### config.mk
export PLATFORM = sky130hd
export DESIGN_NAME = mac_kbd_link_flat
export DESIGN_NICKNAME = d
export VERILOG_FILES = /design/src/rtl/mac_kbd_link_if.sv /design/src/rtl/mac_kbd_link.sv /design/src/flat_wrapper.sv
export SDC_FILE = /design/constraint.sdc
export NUM_CORES = 1
export LEC_CHECK = 0
export CAP_MARGIN = 20
export CELL_PAD_IN_SITES_DETAIL_PLACEMENT = 0
export CELL_PAD_IN_SITES_GLOBAL_PLACEMENT = 1
export CORE_MARGIN = 2
export CORE_UTILIZATION = 50
export DETAILED_ROUTE_END_ITERATION = 10
export PLACE_DENSITY = 0.86
export SYNTH_ARGS = -nofsm -noshare
export SYNTH_HDL_FRONTEND = slang
export SYNTH_SLANG_ARGS = --single-unit
### constraint.sdc
create_clock -name clk -period 4.6 [get_ports clk]
set_input_delay 0.92 -clock clk [delete_from_list [all_inputs] [get_ports clk]]
set_output_delay 0.92 -clock clk [all_outputs]
set_load 0.02 [all_outputs]
### src/rtl/mac_kbd_link_if.sv
// Signal bundle between the HID / VIA shift side and the Mac Plus keyboard responder.
// The master drives key events and host commands; the slave returns replies and status.
interface mac_kbd_link_if;
    logic       kbd_strobe;
    logic [9:0] kbd_data;
    logic       cmd_strobe;
    logic [7:0] cmd_data;
    logic       reply_strobe;
    logic [7:0] reply_data;
    logic       busy;
    logic       overflow;

    modport master (
        output kbd_strobe, kbd_data, cmd_strobe, cmd_data,
        input  reply_strobe, reply_data, busy, overflow
    );

    modport slave (
        input  kbd_strobe, kbd_data, cmd_strobe, cmd_data,
        output reply_strobe, reply_data, busy, overflow
    );
endinterface

### src/rtl/mac_kbd_link.sv
// Mac Plus keyboard responder: expands toggle-strobed key events into protocol bytes
// in a byte FIFO and answers Inquiry / Instant / Model Number / Test host commands.
module mac_kbd_link #(
    parameter int          FIFO_DEPTH  = 8,
    parameter logic [23:0] INQ_TIMEOUT = 24'd8_000_000,
    parameter logic [15:0] REPLY_DELAY = 16'd2000,
    parameter logic [7:0]  MODEL_ID    = 8'h0B
) (
    input  logic          clk,
    input  logic          reset_n,
    mac_kbd_link_if.slave bus
);
    localparam int PW = $clog2(FIFO_DEPTH);
    localparam int CW = $clog2(FIFO_DEPTH + 1);

    localparam logic [7:0] CMD_INQUIRY = 8'h10;
    localparam logic [7:0] CMD_INSTANT = 8'h14;
    localparam logic [7:0] CMD_MODEL   = 8'h16;
    localparam logic [7:0] CMD_TEST    = 8'h36;
    localparam logic [7:0] BYTE_NULL   = 8'h7B;
    localparam logic [7:0] BYTE_ACK    = 8'h7D;

    typedef enum logic [1:0] {S_IDLE, S_WAIT_INQ, S_DELAY, S_REPLY} state_t;

    state_t state_q, state_d;
    logic [23:0] timer_q, timer_d;
    logic        src_fifo_q, src_fifo_d;
    logic [7:0]  src_byte_q, src_byte_d;
    logic [7:0]  reply_data_q, reply_data_d;
    logic        overflow_q, overflow_d;
    logic        strobe_q, strobe_d;
    logic        pend_valid_q, pend_valid_d;
    logic [9:0]  pend_data_q, pend_data_d;
    logic [31:0] exp_q, exp_d;
    logic [2:0]  exp_left_q, exp_left_d;
    logic [PW-1:0] wr_ptr_q, wr_ptr_d;
    logic [PW-1:0] rd_ptr_q, rd_ptr_d;
    logic [CW-1:0] count_q, count_d;
    logic [7:0]  fifo_mem_q [FIFO_DEPTH];

    logic        event_in;
    logic        push;
    logic        pop;
    logic        flush;
    logic        ovf_clear;
    logic        drop;
    logic        start;
    logic [9:0]  cand;
    logic [2:0]  cand_len;
    logic [31:0] cand_bytes;
    logic        fifo_nonempty;
    logic        reply_strobe;
    logic        busy;
    logic [7:0]  reply_byte;

    assign fifo_nonempty = (count_q != '0);

    // ------------------------------------------------------------------
    // Event capture and expansion
    // ------------------------------------------------------------------
    always_comb begin
        event_in     = (bus.kbd_strobe != strobe_q);
        strobe_d     = bus.kbd_strobe;
        push         = (exp_left_q != 3'd0);
        exp_d        = push ? {exp_q[23:0], 8'h00} : exp_q;
        exp_left_d   = push ? exp_left_q - 3'd1 : exp_left_q;
        pend_valid_d = pend_valid_q;
        pend_data_d  = pend_data_q;
        start        = 1'b0;
        drop         = 1'b0;
        cand         = pend_data_q;

        // Only one event may wait behind an expansion in progress.
        if (push) begin
            if (event_in) begin
                if (pend_valid_q) begin
                    drop = 1'b1;
                end else begin
                    pend_valid_d = 1'b1;
                    pend_data_d  = bus.kbd_data;
                end
            end
        end else if (pend_valid_q) begin
            start        = 1'b1;
            cand         = pend_data_q;
            pend_valid_d = event_in;
            if (event_in) begin
                pend_data_d = bus.kbd_data;
            end
        end else if (event_in) begin
            start = 1'b1;
            cand  = bus.kbd_data;
        end

        if (cand[9]) begin
            cand_len   = 3'd4;
            cand_bytes = {8'h71, 8'h79, cand[7:0], 8'hF1};
        end else if (cand[8]) begin
            cand_len   = 3'd2;
            cand_bytes = {8'h79, cand[7:0], 16'h0000};
        end else begin
            cand_len   = 3'd1;
            cand_bytes = {cand[7:0], 24'h000000};
        end

        // Space is reserved for the whole sequence up front so it is never split.
        if (start) begin
            if (32'(count_q) + 32'(cand_len) > FIFO_DEPTH) begin
                drop = 1'b1;
            end else begin
                exp_d      = cand_bytes;
                exp_left_d = cand_len;
            end
        end
    end

    // ------------------------------------------------------------------
    // Command FSM: next state
    // ------------------------------------------------------------------
    always_comb begin
        state_d    = state_q;
        timer_d    = timer_q;
        src_fifo_d = src_fifo_q;
        src_byte_d = src_byte_q;
        flush      = 1'b0;
        ovf_clear  = 1'b0;

        case (state_q)
            S_IDLE: begin
                if (bus.cmd_strobe) begin
                    case (bus.cmd_data)
                        CMD_INQUIRY: begin
                            if (fifo_nonempty) begin
                                state_d    = S_DELAY;
                                timer_d    = {8'h00, REPLY_DELAY};
                                src_fifo_d = 1'b1;
                            end else begin
                                state_d = S_WAIT_INQ;
                                timer_d = INQ_TIMEOUT;
                            end
                        end
                        CMD_INSTANT: begin
                            state_d    = S_DELAY;
                            timer_d    = {8'h00, REPLY_DELAY};
                            src_fifo_d = fifo_nonempty;
                            src_byte_d = BYTE_NULL;
                        end
                        CMD_MODEL: begin
                            flush      = 1'b1;
                            ovf_clear  = 1'b1;
                            state_d    = S_DELAY;
                            timer_d    = {8'h00, REPLY_DELAY};
                            src_fifo_d = 1'b0;
                            src_byte_d = MODEL_ID;
                        end
                        CMD_TEST: begin
                            state_d    = S_DELAY;
                            timer_d    = {8'h00, REPLY_DELAY};
                            src_fifo_d = 1'b0;
                            src_byte_d = BYTE_ACK;
                        end
                        default: ;
                    endcase
                end
            end
            S_WAIT_INQ: begin
                // A key arriving on the timeout cycle still wins.
                if (fifo_nonempty) begin
                    state_d    = S_DELAY;
                    timer_d    = {8'h00, REPLY_DELAY};
                    src_fifo_d = 1'b1;
                end else if (timer_q == 24'd0) begin
                    state_d    = S_DELAY;
                    timer_d    = {8'h00, REPLY_DELAY};
                    src_fifo_d = 1'b0;
                    src_byte_d = BYTE_NULL;
                end else begin
                    timer_d = timer_q - 24'd1;
                end
            end
            S_DELAY: begin
                if (timer_q <= 24'd1) begin
                    state_d = S_REPLY;
                end else begin
                    timer_d = timer_q - 24'd1;
                end
            end
            S_REPLY: begin
                state_d = S_IDLE;
            end
            default: state_d = S_IDLE;
        endcase
    end

    // ------------------------------------------------------------------
    // Command FSM: outputs
    // ------------------------------------------------------------------
    always_comb begin
        busy         = (state_q == S_WAIT_INQ) || (state_q == S_DELAY);
        reply_strobe = (state_q == S_REPLY);
        pop          = reply_strobe && src_fifo_q;
        reply_byte   = src_fifo_q ? fifo_mem_q[rd_ptr_q] : src_byte_q;
        reply_data_d = reply_strobe ? reply_byte : reply_data_q;
    end

    assign bus.reply_strobe = reply_strobe;
    assign bus.reply_data   = reply_data_d;
    assign bus.busy         = busy;
    assign bus.overflow     = overflow_q;

    // ------------------------------------------------------------------
    // FIFO bookkeeping and sticky overflow
    // ------------------------------------------------------------------
    always_comb begin
        wr_ptr_d = wr_ptr_q + PW'(push);
        rd_ptr_d = rd_ptr_q + PW'(pop);
        count_d  = count_q + CW'(push) - CW'(pop);
        if (flush) begin
            rd_ptr_d = wr_ptr_q;
            count_d  = CW'(push);
        end
        overflow_d = (overflow_q & ~ovf_clear) | drop;
    end

    always_ff @(posedge clk) begin
        if (push) begin
            fifo_mem_q[wr_ptr_q] <= exp_q[31:24];
        end
    end

    // ------------------------------------------------------------------
    // State register
    // ------------------------------------------------------------------
    always_ff @(posedge clk or negedge reset_n) begin
        if (!reset_n) begin
            state_q      <= S_IDLE;
            timer_q      <= 24'd0;
            src_fifo_q   <= 1'b0;
            src_byte_q   <= 8'h00;
            reply_data_q <= 8'h00;
            overflow_q   <= 1'b0;
            strobe_q     <= 1'b0;
            pend_valid_q <= 1'b0;
            pend_data_q  <= 10'h000;
            exp_q        <= 32'h0;
            exp_left_q   <= 3'd0;
            wr_ptr_q     <= '0;
            rd_ptr_q     <= '0;
            count_q      <= '0;
        end else begin
            state_q      <= state_d;
            timer_q      <= timer_d;
            src_fifo_q   <= src_fifo_d;
            src_byte_q   <= src_byte_d;
            reply_data_q <= reply_data_d;
            overflow_q   <= overflow_d;
            strobe_q     <= strobe_d;
            pend_valid_q <= pend_valid_d;
            pend_data_q  <= pend_data_d;
            exp_q        <= exp_d;
            exp_left_q   <= exp_left_d;
            wr_ptr_q     <= wr_ptr_d;
            rd_ptr_q     <= rd_ptr_d;
            count_q      <= count_d;
        end
    end
endmodule

### src/flat_wrapper.sv
// flat-port wrapper written by rule: the top's interface ports become plain ports
module mac_kbd_link_flat 
#(
    parameter int          FIFO_DEPTH  = 8,
    parameter logic [23:0] INQ_TIMEOUT = 24'd8_000_000,
    parameter logic [15:0] REPLY_DELAY = 16'd2000,
    parameter logic [7:0]  MODEL_ID    = 8'h0B
)
  (clk, reset_n, bus_kbd_strobe, bus_kbd_data, bus_cmd_strobe, bus_cmd_data, bus_reply_strobe, bus_reply_data, bus_busy, bus_overflow);
  mac_kbd_link_if bus_i ();
  input  logic clk;
  input  logic reset_n;
  input wire logic [$bits(bus_i.kbd_strobe)-1:0] bus_kbd_strobe;
  input wire logic [$bits(bus_i.kbd_data)-1:0] bus_kbd_data;
  input wire logic [$bits(bus_i.cmd_strobe)-1:0] bus_cmd_strobe;
  input wire logic [$bits(bus_i.cmd_data)-1:0] bus_cmd_data;
  output wire logic [$bits(bus_i.reply_strobe)-1:0] bus_reply_strobe;
  output wire logic [$bits(bus_i.reply_data)-1:0] bus_reply_data;
  output wire logic [$bits(bus_i.busy)-1:0] bus_busy;
  output wire logic [$bits(bus_i.overflow)-1:0] bus_overflow;
  assign bus_i.kbd_strobe = bus_kbd_strobe;
  assign bus_i.kbd_data = bus_kbd_data;
  assign bus_i.cmd_strobe = bus_cmd_strobe;
  assign bus_i.cmd_data = bus_cmd_data;
  assign bus_reply_strobe = bus_i.reply_strobe;
  assign bus_reply_data = bus_i.reply_data;
  assign bus_busy = bus_i.busy;
  assign bus_overflow = bus_i.overflow;
  mac_kbd_link #(.FIFO_DEPTH(FIFO_DEPTH), .INQ_TIMEOUT(INQ_TIMEOUT), .REPLY_DELAY(REPLY_DELAY), .MODEL_ID(MODEL_ID)) u_core (.clk(clk), .reset_n(reset_n), .bus(bus_i));
endmodule
==> impl_metrics.tcl, run 1 <==
set metrics [dict create \
    synth_top_area_share_pct 30.63 \
    post-route-period-util_pct 92.96 \
    synth_fp_nets 714 \
    cp_cell_sequence "clkdlybuf4s50_1, xor2_1, nand2_1, or3_1, o31ai_1, ha_1, inv_1, fa_1, and3b_1, o21ai_0, o2111a_1, or4_1, a311o_1, o221a_2" \
    p_seq_share_pct 35.4 \
    avgSynthCellArea_um2 11.84 \
    grt_pass1_vias 5608 \
    rsz0062_at_grt "false" \
    setup_viol_count_final 0 \
    diodes 0 \
    vias 5607 \
    netSwitchingPower_mw 2.647 \
    critical-path-slowest-cell "or4_1" \
    routed_wl_um 17350 \
    critical_path_class "in -> reg" \
    max_freq_ghz 0.2338 \
    grt_max_degree 68 \
    die_y_um 129.9 \
    fp.dieW_um 129.9 \
    dp_hpwl_um 11940 \
    port_buffers 32 \
    placed_cell_area_um2 8532 \
    intPower_mw 4.203 \
    cts_tree "yes" \
    critPathLaunchType "input pin" \
    drive_gt1_share_pct 14.29 \
    yosysWarnings 0 \
    clock_path_buffers 2 \
    critPathMaxStageDelay_ns 0.61 \
    crit_required_ns 4.91 \
    stdcell_count 937 \
    swShare_pct 38.65 \
    place_ws_ns -0.1184 \
    numCtsBuffers 17 \
    core_area_um2 15710 \
    synth_flop_cell "dfrtp_1" \
    cp_max_fo 5 \
    drc 0 \
    p_leak_nw 3.792 \
    first_iter_violations 463 \
    slew_violations 0 \
    nets 753 \
    maxCapViolCount 0 \
    final_area_um2 9128 \
    routedWlPerCell_um 18.52 \
    synthTopCellsByArea "dfrtp_1, edfxtp_1, mux4_2" \
    critical_path.endpoint_type "flip-flop" \
    rows 46 \
    final.min_clock_period_ns 4.276 \
    syn_area_um2 7924 \
    grt_pass1_wl_um 28880 \
    start_util_pct 50.43 \
    skew_ns 0.009505 \
    dp.cells 905 \
    power_density_nw_per_um2 750.6 \
    critPathBufInv 2 \
    utilization_pct 58.09 \
    root_buffer "clkbuf_16" \
    synth-edff-count 64 \
    ant_nets 0 \
    max_slew.worst_pin.slew_ns 0.9798 \
    pwr-share-comb_pct 43.9 \
    hold_violations 0 \
    antenna_found_initial 0 \
    grtUsageTotal_pct 22.23 \
    insertion_delay_ns 0.42 \
    clkPwrFrac_pct 20.7 \
    synth_area_leader_cell "dfrtp_1" \
    ys_types 72 \
    io_pins 33 \
    cts_sinks 161 \
    htreeDepth 4 \
    outcome "finished, final reports clean" \
    ys_seq_area_share_pct 54.89 \
    synth-seq-cells 161 \
    path_clk_slew_ns 0.06 \
    overflow 0 \
    finalWorstSetupSlack_ns 0.3237 \
    ys_async_sr_fraction_pct 60.25 \
    vdd_ir_drop_max_v 0.0003862 \
    hp-class "reg -> reg" \
    dieArea_um2 16870 \
    area_growth_syn_to_layout_pct 15.19 \
    finalPower_mw 6.851 \
    routed_via_density 5.984 \
    synthesis.instances 669 \
    drtPass1Iterations 5 \
    timing.setup.tns_ns 0 \
    gp_congestion 0.8801 \
    hold_ws_ns 0.4935 \
    slew_headroom_pct 34.44 \
    crit_arrival_ns 4.59 \
    crit_family "simple AND/OR/NAND/NOR gates" \
]
[per-layer routing]
layer / GRT usage [%] / part of all wire (%)
met5: 0 / 0
met4: 7.464 / 1.1
met3: 4.756 / 5.5
met2: 35.63 / 49
met1: 30.47 / 45
[placed cells by master, fill, tap and decap left out, drive strengths merged, types with 4 or more instances in the layout]
cell	Yosys	routed
a21o	4	4
or3	8	8
nand2b	7	7
and3	14	14
a22o	13	13
buf	9	21
clkbuf	23	18
o22ai	9	9
nand4	4	4
nand3	10	10
a311o	5	5
o221ai	6	6
mux2	22	22
ha	21	21
o221a	5	5
mux4	16	16
o2bb2ai	4	4
inv	33	33
nor2b	4	4
nor2	45	45
a31oi	4	4
clkdlybuf4s50	0	31
nor4	10	10
nor3	21	21
edfxtp	64	64
and2	7	7
o21ai	40	40
a21oi	29	29
a211oi	6	6
or4	6	6
o31ai	9	9
nand2	46	46
mux2i	26	26
clkinv	0	8
o211ai	4	4
dfrtp	97	97
[worst reg2reg max path: cells and delay by family, from the launching register on]
family          cells  cell delay [ns]
flops               1             0.38
simple gates        5             1.57
fa+ha+maj           3             0.99
compound gates      5             0.89
buf+inv             2             0.17
[final cells by class]
class                      instances  area, um2
clock buffer                      18      429.2
clock inverter                    14      166.4
fill                            1268       6585
inverter                          33      123.9
multi-input combinational        443       3321
sequential                       161       4349
tap                              216      270.3
timing repair buffer              52      467.9
[synthesized netlist by cell type (3+ instances only)]
library cell / number
a211oi_1: 5
a21o_1: 4
a21oi_1: 29
a22o_1: 13
a311o_1: 5
a31oi_1: 4
and2_1: 7
and3_1: 14
buf_2: 7
clkbuf_1: 23
dfrtp_1: 97
edfxtp_1: 64
ha_1: 21
inv_1: 32
mux2_2: 20
mux2i_1: 26
mux4_2: 16
nand2_1: 46
nand2b_1: 7
nand3_1: 10
nand4_1: 3
nor2_1: 44
nor2b_1: 4
nor3_1: 21
nor4_1: 9
o211ai_1: 4
o21ai_0: 37
o21ai_1: 3
o221a_2: 5
o221ai_1: 6
o22ai_1: 9
o2bb2ai_1: 4
o31ai_1: 9
or3_1: 7
or4_1: 6
xnor2_1: 3
xor2_1: 3
[flip-flops by register name, indices dropped and copies added (netlist names), 2 cells and up]
name	flops
u_core.fifo_mem_q	64
u_core.exp_q	32
u_core.timer_q	24
u_core.pend_data_q	10
u_core.reply_data_q	8
u_core.count_q	4
u_core.src_byte_q	4
u_core.exp_left_q	3
u_core.rd_ptr_q	3
u_core.wr_ptr_q	3
u_core.state_q	2
[power by group through the flow]
stage	Combinational (mW)	Clock, mW	Sequential [mW]
floorplan	2.25	0	2.28
global placement	2.88	0	2.40
detailed placement	2.99	0	2.45
CTS	3.02	1.44	2.42
global route	3.35	1.51	2.48
finish	3.01	1.42	2.42
[cells by family after synthesis]
kind of cell / synth area share, %
and+or+nand+nor: 12.63
adders and majority gates: 3.821
AOI/OAI and AO/OA: 13.80
DFF: 54.89
xor gates and xnor gates: 0.6633
muxes: 10.96
buffers and inverters: 3.237
[path summary, 6_finish.rpt]
path                                      start                   end  slack (ns)  depth (start not counted)
max in group asynchronous               reset_n    u_core.timer_q[21]        3.02                          2
setup reg to reg           u_core.exp_left_q[0]      u_core.exp_q[20]        0.50                         15
setup / recovery                 bus_kbd_strobe      u_core.exp_q[20]        0.32                         14
min in group asynchronous               reset_n    u_core.timer_q[13]        0.62                          1
hold reg to reg            u_core.src_byte_q[2]  u_core.src_byte_q[2]        0.49                          1
hold / removal             u_core.src_byte_q[2]  u_core.src_byte_q[2]        0.49                          1
[what timing repair did]
item,CTS,global route
setup endpoints to repair,0,6
resized for setup,0,1
setup buffers,0,0
hold buffers,0,0
No activity file was read; power rests on OpenSTA's default activity.
==> inputs of run 2 (changes only) <==
--- a/config.mk
+++ b/config.mk
@@ -9,9 +9,10 @@
 export CELL_PAD_IN_SITES_DETAIL_PLACEMENT = 0
 export CELL_PAD_IN_SITES_GLOBAL_PLACEMENT = 1
 export CORE_MARGIN = 2
-export CORE_UTILIZATION = 50
+export CORE_UTILIZATION = 52
+export CTS_BUF_LIST = sky130_fd_sc_hd__clkbuf_2 sky130_fd_sc_hd__clkbuf_4 sky130_fd_sc_hd__clkbuf_8
 export DETAILED_ROUTE_END_ITERATION = 10
-export PLACE_DENSITY = 0.86
+export PLACE_DENSITY = 0.89
 export SYNTH_ARGS = -nofsm -noshare
 export SYNTH_HDL_FRONTEND = slang
 export SYNTH_SLANG_ARGS = --single-unit
==> run 2 against run 1 <==
Clock skew grew 0.0012 ns; die area is 3.7% lower; register-to-register slack worse by 0.06 ns; global-route usage about the same; sequential share of layout area grew 1.2 points; combinational power about the same; cell count is 2.8% lower; clock power shrank 30%; via count rose by 0.73%; fmax shrank 2.4%; non-clock buffer count is 2 higher; core utilization rose by 1.1 points; highest routed layer unchanged.
==> impl_metrics.tcl, run 2 (synthesized netlist as in run 1, its figures left out) <==
set metrics [dict create \
    slew_headroom_pct 33.74 \
    clock_path_buffers 2 \
    critical_path.endpoint_type "flip-flop" \
    routedWlPerCell_um 18.97 \
    nets 755 \
    critPathMaxStageDelay_ns 0.52 \
    slew_violations 0 \
    routed_wl_um 17290 \
    setup_viol_count_final 0 \
    hold_buffers 0 \
    first_iter_violations 496 \
    drive_gt1_share_pct 14.66 \
    critical_path_class "in -> reg" \
    final_common_cell "dfrtp_1" \
    dp_hpwl_um 11920 \
    holdPathStages 1 \
    overflow 0 \
    antenna_found_initial 0 \
    insertion_delay_ns 0.44 \
    post-route-period-util_pct 95.26 \
    cts_tree "yes" \
    die_y_um 127.4 \
    vdd_ir_drop_max_v 0.0003470 \
    stdcell_count 911 \
    skew_ns 0.01068 \
    htreeDepth 4 \
    gp_congestion 0.8664 \
    largest_reg_flops 64 \
    grtUsageTotal_pct 22.26 \
    cp_max_fo 15 \
    root_buffer "clkbuf_8" \
    cp_cell_sequence "clkdlybuf4s50_1, xor2_1, nand2_1, or3_1, o31ai_1, ha_1, inv_1, fa_1, nand2b_1, o32ai_1, a211oi_1, a221o_1, or2_1, o31ai_1" \
    hp-class "reg -> reg" \
    rows 45 \
    mostFrequentLayoutCells "dfrtp_1, edfxtp_1, nand2_1" \
    rsz0062_at_grt "false" \
    cts_setup_buffers 0 \
    post_cts_resized 0 \
    p_leak_nw 3.703 \
    fillers 1202 \
    final.min_clock_period_ns 4.382 \
    cts_sinks 161 \
    port_buffers 32 \
    core_area_um2 15030 \
    numCtsBuffers 17 \
    diodes 0 \
    utilization_pct 59.18 \
    power_density_nw_per_um2 725.4 \
    maxCapViolCount 0 \
    crit_arrival_ns 4.72 \
    max_slew.worst_pin.slew_ns 0.9902 \
    grt_max_degree 64 \
    dp.cells 879 \
    drc 0 \
    drtPass1Iterations 5 \
    io_pins 33 \
    multi_input_area_um2 3326 \
    seq_area_um2 4349 \
    grt_pass1_wl_um 28430 \
    largest_register "u_core.fifo_mem_q" \
    ff2ff_path_depth 15 \
    ant_nets 0 \
    outcome "finished, final reports clean" \
    fp.dieW_um 127.4 \
    critical-path-slowest-cell "clkdlybuf4s50_1" \
    dieArea_um2 16240 \
    crit_top_cell "o31ai_1" \
    area_growth_syn_to_layout_pct 12.28 \
    path_clk_slew_ns 0.08 \
    finalPower_mw 6.454 \
    vias 5648 \
    start_util_pct 52.71 \
    grt_pass1_vias 5500 \
    top_regs "u_core.fifo_mem_q x64, u_core.exp_q x32, u_core.timer_q x24" \
    crit_required_ns 4.94 \
    hold_violations 0 \
    max_freq_ghz 0.2282 \
    routed_via_density 6.200 \
    critPathLaunchType "input pin" \
]
[run 2: changes by cell type in the layout (fill, tap and decap cells not counted), sizes merged]
cell,previous run,this run
clkbuf,18,21
bufinv,3,2
buf,21,23
clkinvlp,3,5
clkinv,8,4
[run 2: power by group]
part	internal (mW)	total (mW)	switching (mW)	leakage, nW
clock network	0.501	1.00	0.502	0.183
logic	1.33	3.03	1.70	1.70
registers	2.04	2.42	0.388	1.82
[run 2: metal layers]
metal	vias up	routed length (um)	track usage [%]
met5	-	0	0
met4	0	172	5.882
met3	17	865	4.564
met2	200	8472	36.65
met1	2828	7774	30.42
li1	2603	-	-
[run 2: per-stage QoR]
step	setup TNS (ns)	setup slack, ns	hold slack [ns]	cell area [um2]
3_5_place_dp	-1.567	-0.1593	0.4718	8512
2_1_floorplan	0	0.1532	0.4357	7924
4_1_cts	0	0.2904	0.4929	8892
3_3_place_gp	0	0.04560	0.4744	8512
5_1_grt	0	0.004325	0.5096	8897
6_report	0	0.2180	0.4948	8897
[run 2: layout make-up]
type / count / share of cell area (%)
inverters: 33 / 1.392
multi-input cells: 443 / 37.38
clock buffers: 21 / 2.967
well taps: 188 / 2.644
repair buffers: 54 / 5.428
clock inverters: 11 / 1.308
flip-flops and latches: 161 / 48.88
[run 2: critical path: cells and delay by family]
family                   cells  cell delay [ns]
buffers and inverters        2             0.59
AO/OA/AOI/OAI                5             1.25
XOR/XNOR                     1             0.20
adder cells (fa/ha/maj)      2             0.78
AND/OR/NAND/NOR              4             0.98
[run 2: final timing paths]
path	from	to	slack, ns
setup / recovery	bus_kbd_strobe	u_core.exp_q[23]	0.22
hold / removal	u_core.timer_q[7]	u_core.timer_q[7]	0.49
setup reg to reg	u_core.exp_left_q[0]	u_core.exp_q[23]	0.44
hold reg to reg	u_core.timer_q[7]	u_core.timer_q[7]	0.49
max in group asynchronous	reset_n	u_core.wr_ptr_q[1]	3.08
min in group asynchronous	reset_n	u_core.reply_data_q[7]	0.56
==> inputs of run 3 (changes only) <==
--- a/config.mk
+++ b/config.mk
@@ -13,6 +13,7 @@
 export CTS_BUF_LIST = sky130_fd_sc_hd__clkbuf_2 sky130_fd_sc_hd__clkbuf_4 sky130_fd_sc_hd__clkbuf_8
 export DETAILED_ROUTE_END_ITERATION = 10
 export PLACE_DENSITY = 0.89
+export REMOVE_ABC_BUFFERS = 1
 export SYNTH_ARGS = -nofsm -noshare
 export SYNTH_HDL_FRONTEND = slang
 export SYNTH_SLANG_ARGS = --single-unit
==> constraint.sdc (replaced) <==
create_clock -name clk -period 4.6 [get_ports clk]
set_input_delay 0.69 -clock clk [delete_from_list [all_inputs] [get_ports clk]]
set_output_delay 0.69 -clock clk [all_outputs]
set_load 0.02 [all_outputs]
==> run 3 against run 2 <==
Fmax increased by 4.8%; register-to-register slack got worse by 0.02 ns; power is 1.7% lower; clock skew rose by 0.0011 ns; via count down 2.4%; core utilization down 0.36 points; non-clock buffer count fell by 4; critical path type unchanged; worst setup slack improved by 0.20 ns; sequential power is essentially flat; sequential cell count is the same; first-iteration DRC count rose by 3.2%.
==> impl_metrics.tcl, run 3 (synthesized netlist as in run 1, its figures left out) <==
set metrics [dict create \
    max_slew.worst_pin.slew_ns 0.9059 \
    io_pins 33 \
    crit_required_ns 4.96 \
    fillers 1207 \
    die_y_um 127.4 \
    met3_usage_pct 4.858 \
    dieArea_um2 16240 \
    slew_headroom_pct 39.61 \
    area_growth_syn_to_layout_pct 11.61 \
    drtPass1Iterations 5 \
    insertion_delay_ns 0.46 \
    antenna_found_initial 0 \
    largest_reg_flops 64 \
    maxCapViolCount 0 \
    critical_path.endpoint_type "flip-flop" \
    place_ws_ns -0.01764 \
    vias 5511 \
    endpoint "u_core.exp_q[23]" \
    skew_ns 0.01181 \
    cts_tree "yes" \
    final_common_cell "dfrtp_1" \
    port_buffers 32 \
    final.min_clock_period_ns 4.182 \
    overflow 0 \
    nets 751 \
    critPathBufInv 2 \
    finalPower_mw 6.347 \
    slew_violations 0 \
    drc 0 \
    largest_register "u_core.fifo_mem_q" \
    grt_pass1_vias 5494 \
    cp_num_cells 13 \
    hold_buffers 0 \
    grtUsageMet1_pct 29.66 \
    core_area_um2 15030 \
    max_freq_ghz 0.2391 \
    dp_hpwl_um 11650 \
    cts_sinks 161 \
    vdd_ir_drop_max_v 0.0003669 \
    critical_path_class "in -> reg" \
    top_regs "u_core.fifo_mem_q x64, u_core.exp_q x32, u_core.timer_q x24" \
    mostFrequentLayoutCells "dfrtp_1, edfxtp_1, nand2_1" \
    routed_via_density 6.076 \
    r2r_end "u_core.exp_q[23]" \
    cp_max_fo 15 \
    first_iter_violations 512 \
    grt_max_degree 72 \
    critPathMaxStageDelay_ns 0.51 \
    numCtsBuffers 17 \
    crit_family "compound AO/OA/AOI/OAI gates" \
    crit_top_cell "o31ai_1" \
    post-route-period-util_pct 90.91 \
    grt.busiest_layer "met2" \
    finalWorstSetupSlack_ns 0.4180 \
    clock_path_buffers 2 \
    root_buffer "clkbuf_8" \
    htreeDepth 4 \
    reg2reg_from "u_core.exp_left_q[0]" \
    ff2ff_setup_slack_ns 0.42 \
    outcome "finished, final reports clean" \
    power_density_nw_per_um2 717.7 \
    critical-path-slowest-cell "fa_1" \
    hold_violations 0 \
    cp_cell_sequence "clkdlybuf4s50_1, xnor2_1, nor2_1, o31ai_1, ha_1, inv_1, fa_1, nand2b_1, o32ai_1, a211oi_1, a221o_1, or2_1, o31ai_1" \
    gp_congestion 0.8481 \
    grt_pass1_wl_um 28010 \
    grtUsageTotal_pct 22.17 \
    rows 45 \
    ant_nets 0 \
    routedWlPerCell_um 18.77 \
    crit_arrival_ns 4.55 \
    path_clk_slew_ns 0.09 \
    drive_gt1_share_pct 13.91 \
    cp-startpoint "bus_kbd_strobe" \
    rsz0062_at_grt "false" \
    hp-class "in -> async" \
    grt_use_met2_pct 36.36 \
    ff2ff_path_depth 15 \
    fp.dieW_um 127.4 \
    critPathLaunchType "input pin" \
    routed_wl_um 17020 \
    start_util_pct 52.71 \
    setup_viol_count_final 0 \
    p_leak_nw 3.671 \
    diodes 0 \
]
run 3: cell types whose count changed in the layout (fill, tap and decap cells not counted), sizes merged:
cell / previous run / this run
buf: 23 / 19
clkbuf: 21 / 18
clkinv: 4 / 7
inv: 33 / 35
bufinv: 2 / 1
clkinvlp: 5 / 4
run 3: area by class of cell:
| cell class | count | area [um2] | area share, % |
|---|---|---|---|
| Sequential cell | 161 | 4349 | 49.18 |
| Multi-Input combinational cell | 443 | 3326 | 37.61 |
| Timing Repair Buffer | 50 | 452.9 | 5.122 |
| Clock buffer | 18 | 241.5 | 2.731 |
| Tap cell | 188 | 235.2 | 2.660 |
| Inverter | 33 | 123.9 | 1.401 |
| Clock inverter | 14 | 115.1 | 1.302 |
run 3: worst min-delay path by stage:
stage                                        end  depth (start not counted)
after global placement      u_core.src_byte_q[3]                          1
after floorplan              u_core.bus.overflow                          0
after CTS                        u_core.exp_q[6]                          1
after detailed placement    u_core.src_byte_q[3]                          1
after global routing      u_core.reply_data_q[5]                          1
final                     u_core.reply_data_q[6]                          1
run 3: per-stage QoR:
stage	setup TNS [ns]	cell area [um2]	utilization [%]	hold WS (ns)	std cells
3_3_place_gp	0	8482	56.42	0.4543	875
6_report	0	8843	58.83	0.3391	907
4_1_cts	0	8838	58.79	0.3801	907
2_1_floorplan	0	7791	-	0.3944	637
5_1_grt	0	8843	58.83	0.4009	907
3_5_place_dp	-0.02450	8482	56.42	0.4573	875
run 3: layer usage:
layer	share of wire, %	vias to the layer above
li1	-	2599
met1	46	2775
met2	49	118
met3	4.1	19
met4	1.4	0
met5	0	-
run 3: repair_timing:
action                                  CTS  global route
setup buffers                             0             0
gates resized for setup                   0             1
endpoints found under the setup margin    0             4
run 3: worst reg2reg max path, cell delays in order, from the launching register on:
cell	delay (ns)
dfrtp_1	0.40
inv_1	0.10
ha_1	0.21
nor3b_2	0.28
nand2_1	0.10
or3_1	0.31
o31ai_1	0.11
ha_1	0.27
inv_1	0.07
fa_1	0.51
nand2b_1	0.10
o32ai_1	0.28
a211oi_1	0.09
a221o_1	0.43
or2_1	0.49
o31ai_1	0.34
run 3: where the power goes:
part	switching [mW]	internal, mW	total (mW)
sequential	0.382	2.04	2.42
clock	0.534	0.429	0.962
combinational	1.67	1.30	2.97
total	2.59	3.76	6.35
